[src/rtl/mac_step_ctrl.sv]
// mac_step_ctrl
// Operation sequencer for the floating-point MAC datapath. A programmable
// clock-enable tick, derived in the single system clock domain, paces a run
// of n_ops multiply-accumulate operations. The run is either free-running at
// the tick rate or advanced one operation per rising edge of a step button.
// The accumulator is cleared at run start and every operation is
// handshaked with the MAC.
//
// Ports:
//   clk, rst_n   system clock (rising edge), asynchronous active-low reset
//   div_max      tick period minus one, latched on start
//   n_ops        operations per run, latched on start
//   run_mode     1 = free-run on tick, 0 = single-step, latched on start
//   start        level, sampled only while idle
//   step         synchronous button level, rising edge detected here
//   abort        cancels a run in progress
//   mac_ready    MAC accepts the current request
//   mac_done     one-cycle completion pulse from the MAC
//   mac_valid    operation request
//   mac_clr      one-cycle accumulator clear
//   op_idx       index of the current operation
//   tick         divider strobe
//   busy         a run is in progress
//   done         one-cycle run-complete pulse
module mac_step_ctrl #(
    parameter int DIV_W = 26,
    parameter int OPS_W = 8
) (
    input  logic             clk,
    input  logic             rst_n,
    input  logic [DIV_W-1:0] div_max,
    input  logic [OPS_W-1:0] n_ops,
    input  logic             run_mode,
    input  logic             start,
    input  logic             step,
    input  logic             abort,
    input  logic             mac_ready,
    input  logic             mac_done,
    output logic             mac_valid,
    output logic             mac_clr,
    output logic [OPS_W-1:0] op_idx,
    output logic             tick,
    output logic             busy,
    output logic             done
);

    typedef enum logic [2:0] {
        IDLE,
        CLEAR,
        WAIT_TICK,
        ISSUE,
        WAIT_DONE,
        FINISH
    } state_t;

    state_t           state_q, state_d;
    logic [DIV_W-1:0] cnt_q, cnt_d;
    logic [OPS_W-1:0] op_idx_q, op_idx_d;
    logic [DIV_W-1:0] div_max_q, div_max_d;
    logic [OPS_W-1:0] n_ops_q, n_ops_d;
    logic             run_mode_q, run_mode_d;
    logic             step_q, step_d;

    logic             counting;
    logic             tick_int;
    logic             step_edge;

    // State and datapath registers.
    always_ff @(posedge clk or negedge rst_n) begin
        if (!rst_n) begin
            state_q    <= IDLE;
            cnt_q      <= '0;
            op_idx_q   <= '0;
            div_max_q  <= '0;
            n_ops_q    <= '0;
            run_mode_q <= 1'b0;
            step_q     <= 1'b0;
        end else begin
            state_q    <= state_d;
            cnt_q      <= cnt_d;
            op_idx_q   <= op_idx_d;
            div_max_q  <= div_max_d;
            n_ops_q    <= n_ops_d;
            run_mode_q <= run_mode_d;
            step_q     <= step_d;
        end
    end

    // The divider runs through WAIT_TICK, ISSUE and WAIT_DONE so that tick
    // spacing stays periodic while an operation is in flight.
    always_comb begin
        counting  = (state_q == WAIT_TICK) || (state_q == ISSUE) ||
                    (state_q == WAIT_DONE);
        tick_int  = counting && (cnt_q == div_max_q);
        step_edge = step && !step_q;
        step_d    = step;
        if (!counting || tick_int) begin
            cnt_d = '0;
        end else begin
            cnt_d = cnt_q + DIV_W'(1);
        end
    end

    // Next-state logic. Abort outranks every other transition outside IDLE
    // and leaves op_idx untouched.
    always_comb begin
        state_d    = state_q;
        op_idx_d   = op_idx_q;
        div_max_d  = div_max_q;
        n_ops_d    = n_ops_q;
        run_mode_d = run_mode_q;
        if (state_q != IDLE && abort) begin
            state_d = IDLE;
        end else begin
            case (state_q)
                IDLE: begin
                    if (start) begin
                        div_max_d  = div_max;
                        n_ops_d    = n_ops;
                        run_mode_d = run_mode;
                        op_idx_d   = '0;
                        state_d    = (n_ops == '0) ? FINISH : CLEAR;
                    end
                end
                CLEAR: begin
                    state_d = WAIT_TICK;
                end
                WAIT_TICK: begin
                    if ((run_mode_q && tick_int) || (!run_mode_q && step_edge)) begin
                        state_d = ISSUE;
                    end
                end
                ISSUE: begin
                    if (mac_ready) begin
                        state_d = WAIT_DONE;
                    end
                end
                WAIT_DONE: begin
                    if (mac_done) begin
                        if (op_idx_q == n_ops_q - OPS_W'(1)) begin
                            state_d = FINISH;
                        end else begin
                            op_idx_d = op_idx_q + OPS_W'(1);
                            state_d  = WAIT_TICK;
                        end
                    end
                end
                FINISH: begin
                    state_d = IDLE;
                end
                default: begin
                    state_d = IDLE;
                end
            endcase
        end
    end

    // Outputs come from the registered state; only tick uses the counter.
    always_comb begin
        mac_valid = (state_q == ISSUE);
        mac_clr   = (state_q == CLEAR);
        done      = (state_q == FINISH);
        busy      = (state_q != IDLE);
        tick      = tick_int;
        op_idx    = op_idx_q;
    end

endmodule

[config.mk]
export PLATFORM = sky130hd
export DESIGN_NAME = mac_step_ctrl
export DESIGN_NICKNAME = d
export VERILOG_FILES = /design/src/rtl/mac_step_ctrl.sv
export SDC_FILE = /design/constraint.sdc
export NUM_CORES = 1
export LEC_CHECK = 0
export BUFFER_PORTS_ARGS = -buffer_cell sky130_fd_sc_hd__buf_2
export CAP_MARGIN = 15
export CORE_UTILIZATION = 54
export CTS_BUF_LIST = sky130_fd_sc_hd__clkbuf_8
export DETAILED_ROUTE_END_ITERATION = 16
export PLACE_DENSITY_LB_ADDON = 0.1
export SLEW_MARGIN = 20
export SYNTH_ARGS = -nofsm -noshare
export SYNTH_HDL_FRONTEND = slang
export SYNTH_SLANG_ARGS = --single-unit
[constraint.sdc]
create_clock -name clk -period 2.11 [get_ports clk]
set_clock_uncertainty 0.15 [all_clocks]
set_input_delay 0.422 -clock clk [delete_from_list [all_inputs] [get_ports clk]]
set_output_delay 0.422 -clock clk [all_outputs]
set_load 0.03 [all_outputs]
==> out/results.ini, run 1 <==
[run_status]
status = finished with violations
failed_checks = negative setup slack

[finish]
antenna_cells = 0
finalInstanceArea_um2 = 5160
nNetsFinal = 597
final_cell_mix = nand2_1 (124), dfrtp_1 (71), buf_2 (53), buf_4 (53), nor2_1 (43)
syn_to_final_growth_pct = 34.2
finish.utilization = 0.756
drive_above_1_share = 0.307
fin_cells = 653
final_common_cell = nand2_1

[hold_path]
hp-class = in -> reg

[drt]
antenna_left = 0
num_vias = 3541
dr.first_iter.drc_count = 231
drt-total-wl_mm = 10.1
drt-pass1-iter-count = 5
vias_per_cell = 5.42
wl_per_cell_um = 15.5
drc = 0

[clocking]
clk_pin_slew_ps = 70
cts_root_buffer = clkbuf_8
clk_latency_ps = 340
cts_htree_levels = 3
cts_made_buffers = 9
clock_path_buffers = 2
cts_sinks = 73
cts_tree = done

[synthesis]
postSynthAreaPerCell_um2 = 8.80
synth_seq_cells = 73
synthArstFlopShare = 1.00
synth-edff-count = 0
synth_ff_type = dfrtp_1
ys_seq_area_frac = 0.475
yosys_warnings = 0
synth.distinct_cells = 46
synthesis.nets = 482
synth_area_um2 = 3850
syn_inst = 437

[floorplanning]
ios = 55
coreArea_um2 = 6830
core.rowCount = 30
initial_utilization = 0.563
die_x_um = 86.4
die_area_um2 = 7460
die-height_um = 86.4

[worst_setup_path]
ff2ff_path_depth = 6
r2r_setup_slack_ps = -130
path_buf_inv = 1
cp.depth = 6
slowest_delay_ps = 390
crit_chain = xnor2_1, nand4_1, nor4_4, nand3_2, a21oi_2, buf_6
cp_top_family = simple AND/OR/NAND/NOR gates
critPathCaptureType = output port
critical_path.startpoint = cnt_q[25]
arrival_ps = 1860
critPathLaunchType = register
r2r_start = n_ops_q[1]
cp_slowest_cell = dfrtp_1
critPathRequiredTime_ps = 1540
worstReg2RegEnd = op_idx[7]
endpoint = tick
worstSetupPathType = reg -> out
crit_fanout = 2

[timing]
finalHoldViolations = 0
final_max_slew_viol_count = 0
layout_setup_ws_ps = -322
finalCritPeriodShare = 1.15
setup_viol = 9
relSlewSlack = 0.731
fmax_mhz = 411
rsz0062_at_grt = yes
tightestPinTransition_ps = 404
tns_ps = -878
period_minus_slack_ps = 2430
hold_ws_ps = 73.8

[global_routing]
grt-ovfl-total = 0
grt_first_pass_wirelength_mm = 16.0
grt_pass1_vias = 3542
antenna_found_initial = 0
grt_max_degree = 74
grtUsageTotal = 0.279

[pwr]
ir_worst_vdd_mv = 0.631
power_mw = 5.96
power_density_nw_per_um2 = 1150
leakage_nw = 2.49

[placed_design]
placed_area_um2 = 4640
dp_worst_setup_slack_ps = -111
portBuffers = 54
place_hpwl_mm = 6.70
place.gp.congestion = 0.880
dp_cells = 630

[run]
cap_violations = 0

cell usage after synthesis (2+ instances only):
master    instances  share of area
clkbuf_1         12          0.012
dfrtp_1          73           0.47
nand2_1         127           0.12
nor2_1           44          0.043
inv_1             7         0.0068
or4_1             2         0.0039
nand2b_1          6         0.0098
xor2_1           18          0.041
a21oi_1           5         0.0065
xnor2_1          39          0.089
ha_1              3         0.0098
nand3_1          15          0.020
a21o_1            2         0.0039
and2_1            2         0.0033
nor3_1            8          0.010
nor3b_1           2         0.0039
nor4_1            5         0.0081
nand3b_1          2         0.0039
and4_1            6          0.014
o21ai_0           7         0.0091
o211ai_1          4         0.0078
and3_1           11          0.018
nand4_1          14          0.023
metal layers:
metal | wire length, um | global-route usage | vias up
li1 | - | - | 1699
met1 | 4340 | 0.353 | 1702
met4 | 318 | 0.136 | 0
met2 | 5100 | 0.466 | 113
met3 | 374 | 0.0467 | 27
met5 | 0 | 0 | -
report_power, final:
group,total (mW),internal (mW),switching [mW]
Sequential,2.08,1.76,0.324
Combinational,2.50,1.13,1.37
Clock,1.37,0.849,0.526
state kept, by name, summed over array words and instances (netlist names):
register / count
cnt_q: 26
div_max_q: 26
n_ops_q: 8
op_idx: 8
state_q: 3
run_mode_q: 1
step_q: 1
worst min path at each step:
stage	startpoint	endpoint	cells past startpoint
floorplan	rst_n	cnt_q[0]	0
global placement	rst_n	state_q[1]	2
detailed placement	rst_n	state_q[1]	2
CTS	step	step_q	1
global route	step	step_q	1
finish	step	step_q	1
kinds of logic (layout without fill, tap and decap cells):
logic type | count (synthesis) | count (layout) | share of synthesized area
compound gates | 30 | 30 | 0.0560
xor+xnor | 57 | 57 | 0.130
fa+ha+maj | 3 | 3 | 0.00976
buf+inv | 19 | 139 | 0.0185
flops | 73 | 73 | 0.475
mux | 2 | 2 | 0.00553
simple gates | 253 | 253 | 0.305
final cells by class:
type / count / area, um^2
fillers: 504 / 1670
multi-input cells: 345 / 2140
clock buffers: 11 / 151
inverters: 7 / 26.3
repair buffers: 116 / 796
flip-flops and latches: 73 / 1830
well taps: 96 / 120
clock inverters: 5 / 103
repair_timing:
item / 4_1_cts / 5_1_grt
pin swaps: 12 / 20
hold buffers: 1 / 0
resized for setup: 14 / 38
hold endpoints to repair: 73 / 0
setup buffers: 2 / 3
setup endpoints to repair: 11 / 28
gates cloned: 0 / 1
No activity file was read; power rests on OpenSTA's default activity.
==> run 2, diff against run 1 <==
CAP_MARGIN = 20   (was 15)
CORE_ASPECT_RATIO = 0.5   (was default)
==> out/results.ini, run 2 (synthesis results as in run 1) <==
[clocking]
cts_htree_levels = 3
clock_path_buffers = 2
cts_tree = done
clk_pin_slew_ps = 70
cts_made_buffers = 9
clk_latency_ps = 360
cts_root_buffer = clkbuf_8
cts_sinks = 73

[pwr]
ir_worst_vdd_mv = 0.596
power_density_nw_per_um2 = 1080
leakage_nw = 2.43

[floorplanning]
coreArea_um2 = 6780
die-height_um = 61.7
core.rowCount = 21
ios = 55
die_x_um = 121
die_area_um2 = 7480
initial_utilization = 0.567

[worst_setup_path]
critPathRequiredTime_ps = 1540
cp_top_family = simple AND/OR/NAND/NOR gates
crit_fanout = 3
arrival_ps = 1880
r2r_setup_slack_ps = -90
r2r_start = n_ops_q[0]
critPathLaunchType = register
critPathCaptureType = output port
ff2ff_path_depth = 6
slowest_delay_ps = 390
worstReg2RegEnd = op_idx[7]
cp_slowest_cell = dfrtp_1
crit_chain = xnor2_1, nand4_1, nor4_1, buf_4, nand3_4, a21oi_2, buf_6
worstSetupPathType = reg -> out
path_buf_inv = 2

[hold_path]
hp-start = step
min_to = step_q
min_path_cells = 1
hp-class = in -> reg

[placed_design]
place_hpwl_mm = 6.93
place.gp.congestion = 0.854
dp_cells = 625
placed_area_um2 = 4640
portBuffers = 54

[global_routing]
grt_max_degree = 38
grt_pass1_vias = 3079
grt_first_pass_wirelength_mm = 14.8
antenna_found_initial = 0
grt-ovfl-total = 0
grtUsageTotal = 0.272

[timing]
tns_ps = -773
rsz0062_at_grt = yes
finalCritPeriodShare = 1.16
period_minus_slack_ps = 2450
setup_viol = 8
fmax_mhz = 408
tightestPinTransition_ps = 407
finalHoldViolations = 0
layout_setup_ws_ps = -340
final_max_slew_viol_count = 0
relSlewSlack = 0.729
hold_ws_ps = 33.0

[finish]
antenna_cells = 0
drive_above_1_share = 0.285
nNetsFinal = 596
syn_to_final_growth_pct = 30.4
final_common_cell = nand2_1
reg_top3 = cnt_q (26), div_max_q (26)
finalInstanceArea_um2 = 5010
final_cell_mix = nand2_1 (125), dfrtp_1 (72), buf_4 (54)
fin_cells = 647
finish.utilization = 0.740

[drt]
dr.first_iter.drc_count = 165
num_vias = 3441
vias_per_cell = 5.32
drc = 0
wl_per_cell_um = 14.8
antenna_left = 0
drt-pass1-iter-count = 4
drt-total-wl_mm = 9.57

[run]
cap_violations = 0

[run_status]
failed_checks = negative setup slack
status = finished with violations

run 2: cell type report:
type	instances	area (um^2)
Clock buffer	11	151
Clock inverter	4	21.3
Fill cell	541	1770
Inverter	7	26.3
Multi-Input combinational cell	345	2090
Sequential cell	73	1830
Tap cell	92	115
Timing Repair Buffer	115	786
run 2: repair_timing:
action	CTS	global route
setup endpoints to repair	10	13
hold buffers	1	0
resized for setup	15	20
pin swaps	14	12
endpoints found under the hold margin	13	0
buffers inserted	4	2
run 2: worst max-delay path by stage:
stage	from	depth (start not counted)	slack, ps	end
floorplan	n_ops_q[0]	6	3	op_idx[4]
global placement	cnt_q[10]	7	-130	tick
detailed placement	cnt_q[10]	7	-70	tick
CTS	div_max_q[10]	7	-370	tick
global route	cnt_q[7]	7	-460	tick
finish	cnt_q[25]	7	-340	tick
run 2: power breakdown:
group          total (mW)  switching [mW]  internal (mW)
clock               0.977           0.502          0.476
combinational        2.35            1.28           1.07
sequential           2.08           0.326           1.76
run 2: routing by layer:
metal	GRT usage	share of wire	up-vias
li1	-	-	1702
met1	0.360	0.48	1644
met2	0.439	0.47	91
met3	0.0769	0.052	4
met4	0.0935	0.0055	0
met5	0	0	-
run 2: stage by stage:
step           worst slack [ps]  power [mW]
2_1_floorplan              3.20        3.32
3_3_place_gp               -130        4.08
3_5_place_dp              -74.1        4.15
4_1_cts                    -369        5.31
5_1_grt                    -458        5.77
6_report                   -340        5.41
run 2: worst register-to-register path, delay by kind of cell, from the launching register on:
kind             cells  cell delay, ps
AND/OR/NAND/NOR      3             990
multiplexers         1             170
AO/OA/AOI/OAI        2             410
flip-flops           1             400
